### src/rtl/tdc_ctrl_pkg.sv
// tdc_ctrl_pkg: shared state encoding, width helpers and defaults for the TDC measurement sequencer.
package tdc_ctrl_pkg;

    typedef enum logic [2:0] {
        IDLE,
        ARM,
        LAUNCH,
        CAPTURE,
        WAIT,
        RELAX,
        DONE
    } state_e;

    localparam int TIMEOUT_DEF    = 15;
    localparam int MAX_LOG2_S_DEF = 7;

    // A Hamming weight over n taps ranges 0..n, so it needs one bit more than $clog2(n).
    function automatic int hw_width(input int n);
        return $clog2(n) + 1;
    endfunction

    // Sum of 2^max_log2_s samples of at most n each never overflows this width.
    function automatic int acc_width(input int hw_w, input int max_log2_s);
        return hw_w + max_log2_s;
    endfunction

endpackage

### src/rtl/tdc_hw_stats.sv
// tdc_hw_stats: running sum, minimum and maximum of accepted Hamming-weight samples.
//   clk, rst_n : clock, asynchronous active-low reset (all registers to 0)
//   clr        : start of burst; loads sum=0, min=N, max=0
//   acc_en     : fold hw_i into the statistics this cycle
//   hw_i       : sample value
//   acc_sum, hw_min, hw_max : registered results
module tdc_hw_stats
    import tdc_ctrl_pkg::*;
#(
    parameter int N     = 64,
    parameter int HW_W  = hw_width(N),
    parameter int ACC_W = acc_width(HW_W, MAX_LOG2_S_DEF)
) (
    input  logic             clk,
    input  logic             rst_n,
    input  logic             clr,
    input  logic             acc_en,
    input  logic [HW_W-1:0]  hw_i,
    output logic [ACC_W-1:0] acc_sum,
    output logic [HW_W-1:0]  hw_min,
    output logic [HW_W-1:0]  hw_max
);

    logic [ACC_W-1:0] acc_sum_q, acc_sum_d;
    logic [HW_W-1:0]  hw_min_q, hw_min_d;
    logic [HW_W-1:0]  hw_max_q, hw_max_d;

    always_comb begin
        acc_sum_d = clr ? '0 : acc_en ? acc_sum_q + ACC_W'(hw_i) : acc_sum_q;
        hw_min_d  = clr ? HW_W'(N) : (acc_en && hw_i < hw_min_q) ? hw_i : hw_min_q;
        hw_max_d  = clr ? '0 : (acc_en && hw_i > hw_max_q) ? hw_i : hw_max_q;
    end

    always_ff @(posedge clk or negedge rst_n) begin
        if (!rst_n) begin
            acc_sum_q <= '0;
            hw_min_q  <= '0;
            hw_max_q  <= '0;
        end else begin
            acc_sum_q <= acc_sum_d;
            hw_min_q  <= hw_min_d;
            hw_max_q  <= hw_max_d;
        end
    end

    assign acc_sum = acc_sum_q;
    assign hw_min  = hw_min_q;
    assign hw_max  = hw_max_q;

endmodule

### src/rtl/tdc_meas_seq.sv
// tdc_meas_seq: sequences launch/capture edges to the NAND-delay-line TDC and collects a 2^k sample burst.
//   clk, rst_n           : clock, asynchronous active-low reset
//   start                : request a burst (honoured in IDLE only)
//   cfg_dly, cfg_log2_s  : launch-to-capture offset (0 acts as 1), burst exponent k
//   clk_launch, clk_capture, val_in_o : registered drives to the TDC
//   hw_i, val_out_i      : TDC result
//   busy, done           : burst in progress / one-cycle completion pulse
//   acc_sum, hw_min, hw_max, timeout_err : burst results
module tdc_meas_seq
    import tdc_ctrl_pkg::*;
#(
    parameter int N          = 64,
    parameter int HW_W       = hw_width(N),
    parameter int DLY_W      = 4,
    parameter int MAX_LOG2_S = MAX_LOG2_S_DEF,
    parameter int TIMEOUT    = TIMEOUT_DEF
) (
    input  logic                       clk,
    input  logic                       rst_n,
    input  logic                       start,
    input  logic [DLY_W-1:0]           cfg_dly,
    input  logic [2:0]                 cfg_log2_s,
    output logic                       clk_launch,
    output logic                       clk_capture,
    output logic                       val_in_o,
    input  logic [HW_W-1:0]            hw_i,
    input  logic                       val_out_i,
    output logic                       busy,
    output logic                       done,
    output logic [HW_W+MAX_LOG2_S-1:0] acc_sum,
    output logic [HW_W-1:0]            hw_min,
    output logic [HW_W-1:0]            hw_max,
    output logic                       timeout_err
);

    localparam int ACC_W = acc_width(HW_W, MAX_LOG2_S);
    localparam int SC_W  = MAX_LOG2_S + 1;
    localparam int TO_W  = $clog2(TIMEOUT + 1);

    state_e           state_q, state_d;
    logic [DLY_W-1:0] cfg_dly_q, cfg_dly_d;
    logic [2:0]       k_q, k_d;
    logic [DLY_W-1:0] dly_cnt_q, dly_cnt_d;
    logic [TO_W-1:0]  to_cnt_q, to_cnt_d;
    logic [SC_W-1:0]  samp_cnt_q, samp_cnt_d;
    logic             timeout_err_q, timeout_err_d;
    logic             clk_launch_q, clk_launch_d;
    logic             clk_capture_q, clk_capture_d;
    logic             val_in_q, val_in_d;
    logic             busy_q, busy_d;
    logic             done_q, done_d;
    logic             clr, acc_en;
    logic [SC_W-1:0]  samp_tgt;

    assign samp_tgt = SC_W'(1) << k_q;

    always_comb begin
        state_d       = state_q;
        cfg_dly_d     = cfg_dly_q;
        k_d           = k_q;
        dly_cnt_d     = dly_cnt_q;
        to_cnt_d      = to_cnt_q;
        samp_cnt_d    = samp_cnt_q;
        timeout_err_d = timeout_err_q;
        clr           = 1'b0;
        acc_en        = 1'b0;
        case (state_q)
            IDLE: begin
                if (start) begin
                    cfg_dly_d     = (cfg_dly == '0) ? DLY_W'(1) : cfg_dly;
                    k_d           = cfg_log2_s;
                    samp_cnt_d    = '0;
                    timeout_err_d = 1'b0;
                    clr           = 1'b1;
                    state_d       = ARM;
                end
            end
            ARM: begin
                dly_cnt_d = DLY_W'(1);
                state_d   = LAUNCH;
            end
            LAUNCH: begin
                if (dly_cnt_q == cfg_dly_q) state_d = CAPTURE;
                else dly_cnt_d = dly_cnt_q + DLY_W'(1);
            end
            CAPTURE: begin
                to_cnt_d = '0;
                state_d  = WAIT;
            end
            WAIT: begin
                if (val_out_i) begin
                    acc_en     = 1'b1;
                    samp_cnt_d = samp_cnt_q + SC_W'(1);
                    state_d    = RELAX;
                end else if (to_cnt_q == TO_W'(TIMEOUT - 1)) begin
                    timeout_err_d = 1'b1;
                    state_d       = DONE;
                end else begin
                    to_cnt_d = to_cnt_q + TO_W'(1);
                end
            end
            RELAX:   state_d = (samp_cnt_q == samp_tgt) ? DONE : ARM;
            DONE:    state_d = IDLE;
            default: state_d = IDLE;
        endcase
        // Outputs are decoded from the next state so the registered copies line up with the state they describe.
        clk_launch_d  = (state_d == LAUNCH) || (state_d == CAPTURE);
        clk_capture_d = (state_d == CAPTURE);
        val_in_d      = (state_d == ARM) || (state_d == LAUNCH) || (state_d == CAPTURE);
        busy_d        = (state_d != IDLE) && (state_d != DONE);
        done_d        = (state_d == DONE);
    end

    always_ff @(posedge clk or negedge rst_n) begin
        if (!rst_n) begin
            state_q       <= IDLE;
            cfg_dly_q     <= '0;
            k_q           <= '0;
            dly_cnt_q     <= '0;
            to_cnt_q      <= '0;
            samp_cnt_q    <= '0;
            timeout_err_q <= 1'b0;
            clk_launch_q  <= 1'b0;
            clk_capture_q <= 1'b0;
            val_in_q      <= 1'b0;
            busy_q        <= 1'b0;
            done_q        <= 1'b0;
        end else begin
            state_q       <= state_d;
            cfg_dly_q     <= cfg_dly_d;
            k_q           <= k_d;
            dly_cnt_q     <= dly_cnt_d;
            to_cnt_q      <= to_cnt_d;
            samp_cnt_q    <= samp_cnt_d;
            timeout_err_q <= timeout_err_d;
            clk_launch_q  <= clk_launch_d;
            clk_capture_q <= clk_capture_d;
            val_in_q      <= val_in_d;
            busy_q        <= busy_d;
            done_q        <= done_d;
        end
    end

    tdc_hw_stats #(
        .N     (N),
        .HW_W  (HW_W),
        .ACC_W (ACC_W)
    ) u_stats (
        .clk     (clk),
        .rst_n   (rst_n),
        .clr     (clr),
        .acc_en  (acc_en),
        .hw_i    (hw_i),
        .acc_sum (acc_sum),
        .hw_min  (hw_min),
        .hw_max  (hw_max)
    );

    assign clk_launch  = clk_launch_q;
    assign clk_capture = clk_capture_q;
    assign val_in_o    = val_in_q;
    assign busy        = busy_q;
    assign done        = done_q;
    assign timeout_err = timeout_err_q;

endmodule

### config.mk
export PLATFORM = sky130hd
export DESIGN_NAME = tdc_meas_seq
export DESIGN_NICKNAME = d
export VERILOG_FILES = /design/src/rtl/tdc_ctrl_pkg.sv /design/src/rtl/tdc_hw_stats.sv /design/src/rtl/tdc_meas_seq.sv
export SDC_FILE = /design/constraint.sdc
export NUM_CORES = 1
export LEC_CHECK = 0
export ABC_AREA = 1
export CAP_MARGIN = 25
export CORE_UTILIZATION = 57
export CTS_BUF_LIST = sky130_fd_sc_hd__clkbuf_4
export DETAILED_ROUTE_END_ITERATION = 8
export GPL_ROUTABILITY_DRIVEN = 0
export PLACE_DENSITY = 0.92
export SKIP_CTS_REPAIR_TIMING = 1
export SLEW_MARGIN = 20
export SYNTH_ARGS = -nofsm -noshare
export SYNTH_HDL_FRONTEND = slang
export SYNTH_SLANG_ARGS = --single-unit
### constraint.sdc
create_clock -name clk -period 2.6 [get_ports clk]
set_input_delay 0.39 -clock clk [delete_from_list [all_inputs] [get_ports clk]]
set_output_delay 0.39 -clock clk [all_outputs]
set_load 0.05 [all_outputs]
* Yosys cells after proc, flatten, opt, wreduce, memory -nomap -nowiden
Cells that the tools add are included.
Storage, ports and cells: logic and storage cells 90, input port bits 18, flip-flop bits (word level) 60, output and inout port bits 34
Cells by class: reductions and logical operators 20, $lt $le $gt $ge 2, equal/unequal tests 19, $add $sub $neg 4, mux-type cells 29, shifts and indexed selects 1
Operators with widths (count):
- $mux W14 | 2
- $mux W7 | 4
- $pmux W3 S6 | 1
- $mux W4 | 4
- $mux W8 | 2
- $pmux W4 S2 | 2
- $pmux W8 S2 | 1
- $mux W3 | 5
- $add A14 B7 Y14 | 1
- $eq A3 B2 Y1 const B | 4
- $ne A2 B2 Y1 const B | 6
- $reduce_bool A2 Y1 | 6
- $eq A3 B3 Y1 const B | 3
- $add A4 B1 Y4 const B | 2
- $add A8 B1 Y8 const B | 1
- $eq A8 B8 Y1 | 1
- $shl A1 B3 Y8 const A | 1
- $gt A7 B7 Y1 | 1
- $lt A7 B7 Y1 | 1
- $mux W1 | 7
- $eq A3 B1 Y1 const B | 2
- $reduce_and A3 Y1 | 2
- $eq A4 B4 Y1 | 1
- $eq A4 B4 Y1 const B | 1
- 9 further kinds | 14

* Longest topological paths before layout
Gate-level depths: netlist of the first run.
depth after elaboration 7, mapped depth 13, gate-level depth less buffers 12

* Modules after synthesis
From an unflattened synthesis of the first run, not the netlist that was laid out.
Unflattened totals: cells, all modules 494, area, all modules 3776.1 um^2
Modules (own cells, without submodules):
- tdc_hw_stats | cells an instance 264, times used 1, area each 1945.6 um^2
- tdc_meas_seq | cells an instance 230, times used 1, area each 1830.5 um^2

* Worst setup path after synthesis of the first run
No wires, ideal clock.
path type flip-flop to flip-flop, from register u_stats.acc_sum_q[0] (netlist: u_stats.acc_sum[0]), to register u_stats.acc_sum_q[12] (netlist: u_stats.acc_sum[12]), library setup time 0.118 ns, clock period less this slack 2.271 ns, data required time 2.482 ns, setup slack 0.329 ns, stages on the path, launching flop included 11, arrival time 2.153 ns, cells stage by stage dfrtp_1 > ha_1 > inv_1 > fa_1 > nand3b_1 > nand2_1 > inv_1 > o21ai_0 > nand4_1 > nor2_1 > nor2_1
Between the ends: word-level cells in the longest chain between the ends 3
Ends and longest elaborated chain:
- start: declaration | RTL line tdc_hw_stats.sv:24 | logic [ACC_W-1:0] acc_sum_q, acc_sum_d;
- start signal: assignment | RTL line tdc_hw_stats.sv:40 | acc_sum_q <= acc_sum_d;
- $add A14 B7 Y14 | RTL line tdc_hw_stats.sv:29 | acc_sum_d = clr ? '0 : acc_en ? acc_sum_q + ACC_W'(hw_i) : acc_sum_q;
- $mux W14 (2 in a row) | RTL line tdc_hw_stats.sv:29
No other way between the ends. The select of a mux whose other input is x is not followed. A chain may end at the register's enable or synchronous reset.

* Worst setup path in the final report of the first run
from input port hw_i[0], to register u_stats.acc_sum_q[12] (netlist: u_stats.acc_sum[12])
Between the ends: word-level cells in the longest chain between the ends 3
Ends and longest elaborated chain:
- start: declaration | RTL line tdc_meas_seq.sv:26 | input logic [HW_W-1:0] hw_i,
- $add A14 B7 Y14 | RTL line tdc_hw_stats.sv:29
- $mux W14 (2 in a row) | RTL line tdc_hw_stats.sv:29
No other way between the ends. The select of a mux whose other input is x is not followed.

==> run_results.csv, run 1 <==
group,metric,value,unit
logic_synthesis,async_reset_ff_share,100,%
cells_and_area,layout_commonest_cell,"nand2_1",
cts,cts_root_buffer,"clkbuf_4",
floorplanning,die-area,6770,um2
place,post-place-cells,578,
timing,final_max_slew_viol_count,0,
cells_and_area,final_cell_mix,"nand2_1, inv_1, dfrtp_1",
job,max-cap-violations,0,
setup_path,reg2reg_slack,0.53,ns
timing,setup_viol,0,
cts,clockBufferDepth,2,
timing,max_freq,0.465,GHz
setup_path,cp.required,2.94,ns
run_status,outcome,"complete, no violations",
logic_synthesis,synth_area,3670,um2
setup_path,cp_max_fo,4,
timing,worst_pin_slew,0.549,ns
logic_synthesis,seq_area_frac_synth,40.9,%
cts,cts_tree,"yes",
timing,final_hold_viol_count,0,
detailed_routing,firstDrtPassIters,6,
global_route,grt_pass1_vias,3226,
timing,rsz0062_at_grt,"no",
power,p_leak,2.17,nW
global_route,track_usage,28.2,%
global_route,grt_pass1_wl,14400,um
cells_and_area,area_growth,20.2,%
cells_and_area,utilization,72.9,%
global_route,grt_max_degree,36,
logic_synthesis,ys_ff_latch,60,
detailed_routing,drcViolationCount,0,
timing,fin_crit,2.15,ns
cells_and_area,final_area,4420,um2
detailed_routing,routedWlPerCell,14.2,um
setup_path,path_class,"input port to flop",
detailed_routing,drt-total-wl,8460,um
timing,min_period_over_period,82.8,%
cells_and_area,antennaDiodeCount,0,
floorplanning,rows,28,
timing,clock_skew,0.0180,ns
place,placed_area,4250,um2
detailed_routing,vias,3308,
cells_and_area,drive_above_1_share,9.62,%
hold_path,hold_path.class,"input port to asynchronous set/reset pin",
floorplanning,num_io_pins,52,
place,hpwl,6230,um
floorplanning,dieWidth,82.3,um
timing,slew_headroom,63.1,%
logic_synthesis,yosys_warnings,0,
detailed_routing,first_iter_violations,190,
cts,clk-insertion-delay-late,0.41,ns
floorplanning,core,6060,um2
setup_path,cp-end-kind,"flop",
detailed_routing,postRouteAntennaNets,0,
setup_path,reg2reg_depth,12,
logic_synthesis,avgSynthCellArea,8.07,um2
cts,clock_sinks,60,
setup_path,critPathLaunchType,"input port",
place,io_buffers,51,
detailed_routing,viasPerCell,5.56,
global_route,antenna_found_initial,0,
logic_synthesis,synth_top_flop_cell,"dfrtp_1",
logic_synthesis,syn_nets,498,
cts,cts_htree_levels,3,
setup_path,r2r-end,"u_stats.acc_sum[12]$_DFFE_PN0P_",
logic_synthesis,synth_cells,455,
floorplanning,die_y,82.3,um
global_route,overflow,0,
power,peakVddDrop,586,uV
logic_synthesis,synth_edf_count,0,
cells_and_area,stdcell_count,595,
timing,tns,0,ns
power,power_density,1050,nW/um2
logic_synthesis,synth_cell_types,40,
floorplanning,start_util,60.6,%
timing,holdWs,0.420,ns
cells_and_area,nets,558,
cts,cts_buffers,9,
setup_path,arrival,2.49,ns
setup_path,rr_startpoint,"u_stats.acc_sum[0]$_DFFE_PN0P_",
cts,clk_pin_slew,0.11,ns
[metal layers]
metal / vias to the layer above / global-route usage (%) / part of all wire [%]
met5: - / 0 / 0
met4: 0 / 14.2 / 2.1
met3: 24 / 4.62 / 4.4
met2: 112 / 49.3 / 50
met1: 1565 / 33.3 / 43
li1: 1607 / - / -
[Yosys cell counts (2+ instances only)]
library cell | number | area [um2]
a21oi_1 | 27 | 135
buf_2 | 4 | 20.0
buf_6 | 2 | 22.5
dfrtp_1 | 60 | 1500
ha_1 | 24 | 300
inv_1 | 62 | 233
inv_2 | 6 | 22.5
nand2_1 | 98 | 368
nand2_2 | 3 | 18.8
nand3_1 | 35 | 175
nand4_1 | 8 | 50.1
nor2_1 | 32 | 120
nor2_4 | 3 | 33.8
nor2_8 | 3 | 60.1
nor3_1 | 11 | 55.1
o21a_1 | 5 | 37.5
o21ai_0 | 29 | 145
o21ai_1 | 3 | 15.0
o21ai_2 | 5 | 43.8
o31ai_1 | 4 | 30.0
xor2_1 | 12 | 105
[worst max path at each step]
stage               slack (ns)  cells past startpoint                           start                              end
floorplan                 0.33                     10  u_stats.acc_sum[0]$_DFFE_PN0P_  u_stats.acc_sum[12]$_DFFE_PN0P_
global placement          0.14                     13                         hw_i[0]  u_stats.acc_sum[12]$_DFFE_PN0P_
detailed placement        0.07                     13                         hw_i[0]  u_stats.acc_sum[12]$_DFFE_PN0P_
CTS                       0.47                     13                         hw_i[0]  u_stats.acc_sum[12]$_DFFE_PN0P_
global route              0.31                     13                         hw_i[0]  u_stats.acc_sum[12]$_DFFE_PN0P_
finish                    0.45                     13                         hw_i[0]  u_stats.acc_sum[12]$_DFFE_PN0P_
[area by class of cell]
type                       instances  area [um2]
fill                             452        1640
sequential                        60        1500
multi-input combinational        318        1850
clock inverter                     6        78.8
inverter                          68         255
clock buffer                      10        75.1
tap                               75        93.8
timing repair buffer              58         561
[power breakdown]
group          internal, mW  switching (mW)  total (mW)
sequential             1.19           0.270        1.46
combinational         0.805            1.64        2.44
clock                 0.393           0.358       0.751
[state kept, by name, summed over array words and instances (netlist names)]
register,cells
cfg_dly_q,4
dly_cnt_q,4
clk_capture,1
busy,1
clk_launch,1
u_stats.hw_max,7
samp_cnt_q,8
val_in_o,1
to_cnt_q,4
done,1
u_stats.acc_sum,14
state_q,3
u_stats.hw_min,7
timeout_err,1
k_q,3
[critical path: stages]
cell and delay (ns):
clkdlybuf4s50_1 0.51, ha_1 0.21, inv_1 0.07, fa_1 0.40, nand3b_1 0.17, nand2_1 0.09, inv_1 0.05, o21ai_0 0.15
buf_4 0.15, nand4_1 0.09, nand2_1 0.08, nand2_1 0.04, nor2_1 0.09
[cell families after synthesis]
logic type,share of synthesized area [%]
simple gates,26.0
compound gates,12.6
xor+xnor,3.10
buf+inv,8.72
fa+ha+maj,8.72
flops,40.9
[per-stage QoR]
step	setup slack, ns	power (mW)
floorplan	0.329	3.23
global placement	0.140	3.76
detailed placement	0.0706	3.88
global route	0.312	4.99
finish	0.448	4.65
CTS	0.466	4.65
Power figures use the tool's default switching activity.
==> run 2: changes to the inputs <==
Clock period 2.6 ns to 2.2 ns, I/O delays scaled along.
==> run 2 against run 1 <==
  * Clock power increased by 19%
  * Cell area grew 2.1%
  * Power grew 20%
  * Global-route usage about the same
  * Non-clock buffer count grew 9
  * First-iteration DRC count fell by 12%
  * Combinational power up 22%
==> run_results.csv, run 2 (same netlist as run 1, synthesis figures left out) <==
group,metric,value,unit
run_status,outcome,"complete, no violations",
detailed_routing,routedWlPerCell,14.1,um
cts,clock_sinks,60,
setup_path,critical_path_buf_inv_count,4,
cells_and_area,final_cell_mix,"nand2_1, inv_1, dfrtp_1",
hold_path,hold_path.class,"input port to asynchronous set/reset pin",
cts,cts_htree_levels,3,
place,io_buffers,51,
place,pre_cts_ws,-0.272,ns
global_route,antenna_found_initial,0,
global_route,grt_pass1_vias,3274,
global_route,grt_max_degree,36,
detailed_routing,viasPerCell,5.48,
timing,final_hold_viol_count,0,
detailed_routing,postRouteAntennaNets,0,
timing,worst_pin_slew,0.553,ns
timing,slew_headroom,62.8,%
floorplanning,rows,28,
global_route,overflow,0,
setup_path,cp.required,2.54,ns
setup_path,cp_slowest_stage_delay,0.51,ns
setup_path,cp_common_cell,"nand2_1",
cts,cts_root_buffer,"clkbuf_4",
timing,min_period_over_period,92.5,%
cells_and_area,nets,567,
global_route,grt_util_met1,33.3,%
setup_path,cpLargestDelayFamily,"buffers and inverters",
floorplanning,die_y,82.3,um
timing,fin_ws,0.165,ns
setup_path,cp-end-kind,"flop",
timing,setup_viol,0,
cts,clk-insertion-delay-late,0.41,ns
timing,rsz0062_at_grt,"no",
cells_and_area,largest_register_ffs,14,
timing,tns,0,ns
job,max-cap-violations,0,
global_route,grt_util_met3,4.62,%
global_route,grt_pass1_wl,14200,um
cells_and_area,antennaDiodeCount,0,
setup_path,worst_path_max_delay_cell,"clkdlybuf4s50_1",
place,hpwl,6230,um
setup_path,path_class,"input port to flop",
global_route,track_usage,28.3,%
setup_path,arrival,2.37,ns
cts,clockBufferDepth,2,
floorplanning,dieWidth,82.3,um
floorplanning,start_util,60.6,%
setup_path,critPathLaunchType,"input port",
cts,cts_buffers,9,
floorplanning,die-area,6770,um2
timing,max_freq,0.491,GHz
cts,clk_pin_slew,0.11,ns
floorplanning,num_io_pins,52,
power,total_power,5.59,mW
setup_path,cp_max_fo,4,
timing,clock_skew,0.0137,ns
cells_and_area,layout_commonest_cell,"nand2_1",
power,power_density,1240,nW/um2
cells_and_area,area_growth,22.7,%
global_route,use_met2,49.3,%
detailed_routing,drt-total-wl,8510,um
power,peakVddDrop,709,uV
floorplanning,core,6060,um2
detailed_routing,firstDrtPassIters,5,
timing,fin_crit,2.04,ns
power,p_leak,2.21,nW
global_route,busiest_layer,"met2",
cts,cts_tree,"yes",
setup_path,path_cells,"clkdlybuf4s50_1 -> ha_2 -> inv_1 -> fa_2 -> nand3b_1 -> nand2_1 -> inv_1 -> o21ai_0 -> buf_4 -> nand4_1 -> nand2_1 -> nand2_1 -> nor2_1",
detailed_routing,vias,3309,
timing,final_max_slew_viol_count,0,
cells_and_area,drive_above_1_share,11.7,%
detailed_routing,drcViolationCount,0,
detailed_routing,first_iter_violations,167,
[run 2: report_power, final]
part           internal, mW  switching (mW)  leakage (nW)
sequential             1.41           0.314         0.801
clock                 0.481           0.416        0.0845
combinational          1.00            1.97          1.32
[run 2: worst paths after layout]
path                       cells past startpoint                               to                      startpoint  slack, ns
min reg2reg                                    2         cfg_dly_q[1]$_DFFE_PN0P_        cfg_dly_q[1]$_DFFE_PN0P_       0.52
max                                           13  u_stats.acc_sum[12]$_DFFE_PN0P_                         hw_i[0]       0.16
min in group clk                               3               k_q[0]$_DFFE_PN0P_                   cfg_log2_s[0]       0.49
max in group asynchronous                      3        samp_cnt_q[3]$_DFFE_PN0P_                           rst_n       1.20
min                                            2    u_stats.hw_min[6]$_DFFE_PN0P_                           rst_n       0.40
max reg2reg                                   12  u_stats.acc_sum[12]$_DFFE_PN0P_  u_stats.acc_sum[0]$_DFFE_PN0P_       0.22
[run 2: through the flow]
stage | hold WS, ns | cells | util [%] | cell area (um2)
2_1_floorplan | 0.0344 | 455 | - | 3670
6_report | 0.399 | 604 | 74.4 | 4510
4_1_cts | -0.123 | 603 | 74.1 | 4490
3_3_place_gp | 0.316 | 587 | 71.5 | 4330
3_5_place_dp | 0.319 | 587 | 71.5 | 4330
5_1_grt | 0.440 | 604 | 74.4 | 4510
[run 2: metal layers]
layer	up-vias	part of all wire [%]
met3	25	5.1
met5	-	0
met1	1556	43
met2	103	50
li1	1625	-
met4	0	2.4
[run 2: final cells by class]
type | count | area, um2
inverters | 68 | 255
multi-input cells | 318 | 1860
flip-flops and latches | 60 | 1500
repair buffers | 67 | 641
well taps | 75 | 93.8
fillers | 440 | 1550
clock inverters | 5 | 76.3
clock buffers | 11 | 82.6
==> run 3: changes to the inputs <==
Settings changed: CELL_PAD_IN_SITES_DETAIL_PLACEMENT from default to 0, CELL_PAD_IN_SITES_GLOBAL_PLACEMENT from default to 1, CORE_UTILIZATION 57 to 42, PLACE_DENSITY 0.92 to 0.91.
==> run 3 against run 2 <==
  * First-iteration DRC count fell by 11%
  * Clock skew rose by 0.0037 ns
  * Global-route usage fell by 9.1 points
  * Sequential power barely moved
  * Cell area rose by 0.75%
  * Critical path depth did not move
  * Sequential share of layout area fell by 0.25 points
  * Largest cell class unchanged
  * Largest power group unchanged
==> run_results.csv, run 3 (same netlist as run 1, synthesis figures left out) <==
group,metric,value,unit
detailed_routing,postRouteAntennaNets,0,
timing,max_freq,0.498,GHz
setup_path,cp_max_fo,4,
cts,cts_root_buffer,"clkbuf_4",
cells_and_area,fillCellCount,784,
floorplanning,rows,33,
cts,clockBufferDepth,2,
timing,clock_skew,0.0174,ns
floorplanning,num_io_pins,52,
cts,cts_htree_levels,3,
detailed_routing,viasPerCell,4.95,
detailed_routing,first_iter_violations,149,
cells_and_area,area_growth,23.6,%
detailed_routing,vias,3158,
timing,fin_ws,0.191,ns
global_route,grt_pass1_vias,2992,
cts,clock_sinks,60,
cells_and_area,drive_above_1_share,11.8,%
timing,rsz0062_at_grt,"no",
timing,worst_pin_slew,0.547,ns
floorplanning,start_util,44.0,%
detailed_routing,firstDrtPassIters,4,
power,p_leak,2.22,nW
setup_path,arrival,2.34,ns
detailed_routing,routedWlPerCell,12.6,um
global_route,grt_pass1_wl,13500,um
cts,cts_buffers,9,
global_route,antenna_found_initial,0,
timing,min_period_over_period,91.3,%
cts,cts_tree,"yes",
cells_and_area,utilization,54.5,%
setup_path,critPathLaunchType,"input port",
timing,final_max_slew_viol_count,0,
place,io_buffers,51,
cells_and_area,layout_commonest_cell,"nand2_1",
setup_path,worst_path_max_delay_cell,"clkdlybuf4s50_1",
place,hpwl,6090,um
power,power_density,1180,nW/um2
cells_and_area,antennaDiodeCount,0,
detailed_routing,drcViolationCount,0,
floorplanning,die_y,95.5,um
cells_and_area,nets,571,
cells_and_area,stdcell_count,638,
floorplanning,die-area,9120,um2
job,max-cap-violations,0,
cells_and_area,largest_register_ffs,14,
cells_and_area,final_cell_mix,"nand2_1, inv_1, dfrtp_1",
place,pre_cts_ws,-0.238,ns
place,post-place-cells,621,
cts,clk-insertion-delay-late,0.40,ns
power,peakVddDrop,574,uV
timing,final_hold_viol_count,0,
floorplanning,core,8340,um2
global_route,overflow,0,
setup_path,cp_slowest_stage_delay,0.51,ns
global_route,track_usage,19.2,%
setup_path,reg2reg_slack,0.25,ns
setup_path,path_class,"input port to flop",
setup_path,reg2reg_depth,12,
detailed_routing,drt-total-wl,8050,um
hold_path,hold_path.class,"input port to asynchronous set/reset pin",
timing,holdWs,0.438,ns
setup_path,cp-end-kind,"flop",
setup_path,cp.required,2.54,ns
setup_path,path_cells,"clkdlybuf4s50_1 -> ha_1 -> inv_1 -> fa_1 -> nand3b_1 -> nand2_1 -> inv_1 -> o21ai_1 -> buf_4 -> nand4_1 -> nand2_1 -> nand2_1 -> nor2_1",
global_route,grt_max_degree,36,
timing,slew_headroom,63.2,%
run_status,outcome,"complete, no violations",
setup_path,cp_common_cell,"nand2_1",
timing,fin_crit,2.01,ns
floorplanning,dieWidth,95.5,um
cts,clk_pin_slew,0.11,ns
timing,setup_viol,0,
-- run 3: path summary, 6_finish.rpt --
check,end,from
worst min register to register,cfg_dly_q[0]$_DFFE_PN0P_,cfg_dly_q[0]$_DFFE_PN0P_
max in group asynchronous,k_q[1]$_DFFE_PN0P_,rst_n
worst min-delay path,u_stats.hw_min[5]$_DFFE_PN0P_,rst_n
worst max-delay path,u_stats.acc_sum[12]$_DFFE_PN0P_,hw_i[0]
worst max register to register,u_stats.acc_sum[12]$_DFFE_PN0P_,u_stats.acc_sum[0]$_DFFE_PN0P_
min in group clk,k_q[2]$_DFFE_PN0P_,cfg_log2_s[2]
-- run 3: per-stage QoR --
step	total power, mW	cell area, um2	TNS [ns]
2_1_floorplan	3.81	3670	0
3_3_place_gp	4.58	4400	-1.23
3_5_place_dp	4.65	4400	-1.76
4_1_cts	5.42	4530	0
5_1_grt	5.81	4540	0
6_report	5.38	4540	0
-- run 3: critical path: cells and delay by family --
kind | cells | cell delay [ns]
and+or+nand+nor | 6 | 0.56
AOI/OAI and AO/OA | 1 | 0.12
adders and majority gates | 2 | 0.58
buffers and inverters | 4 | 0.77
-- run 3: area by class of cell --
type	count	area, um2	share of cell area (%)
clock inverters	6	55.1	1.21
inverters	68	255	5.62
clock buffers	10	75.1	1.65
flip-flops and latches	60	1500	33.1
repair buffers	71	671	14.8
well taps	105	131	2.89
multi-input cells	318	1850	40.8
-- run 3: report_power, final --
group	total (mW)	switching [mW]	leakage, nW	internal (mW)
sequential	1.71	0.307	0.801	1.41
combinational	2.90	1.89	1.34	1.01
clock	0.768	0.420	0.0712	0.348
-- run 3: routing by layer --
layer | GRT usage (%) | up-vias | part of all wire [%]
met2 | 31.1 | 65 | 45
met1 | 26.0 | 1450 | 49
met4 | 6.97 | 0 | 1.5
met3 | 2.95 | 12 | 4.2
met5 | 0 | - | 0
li1 | - | 1631 | -
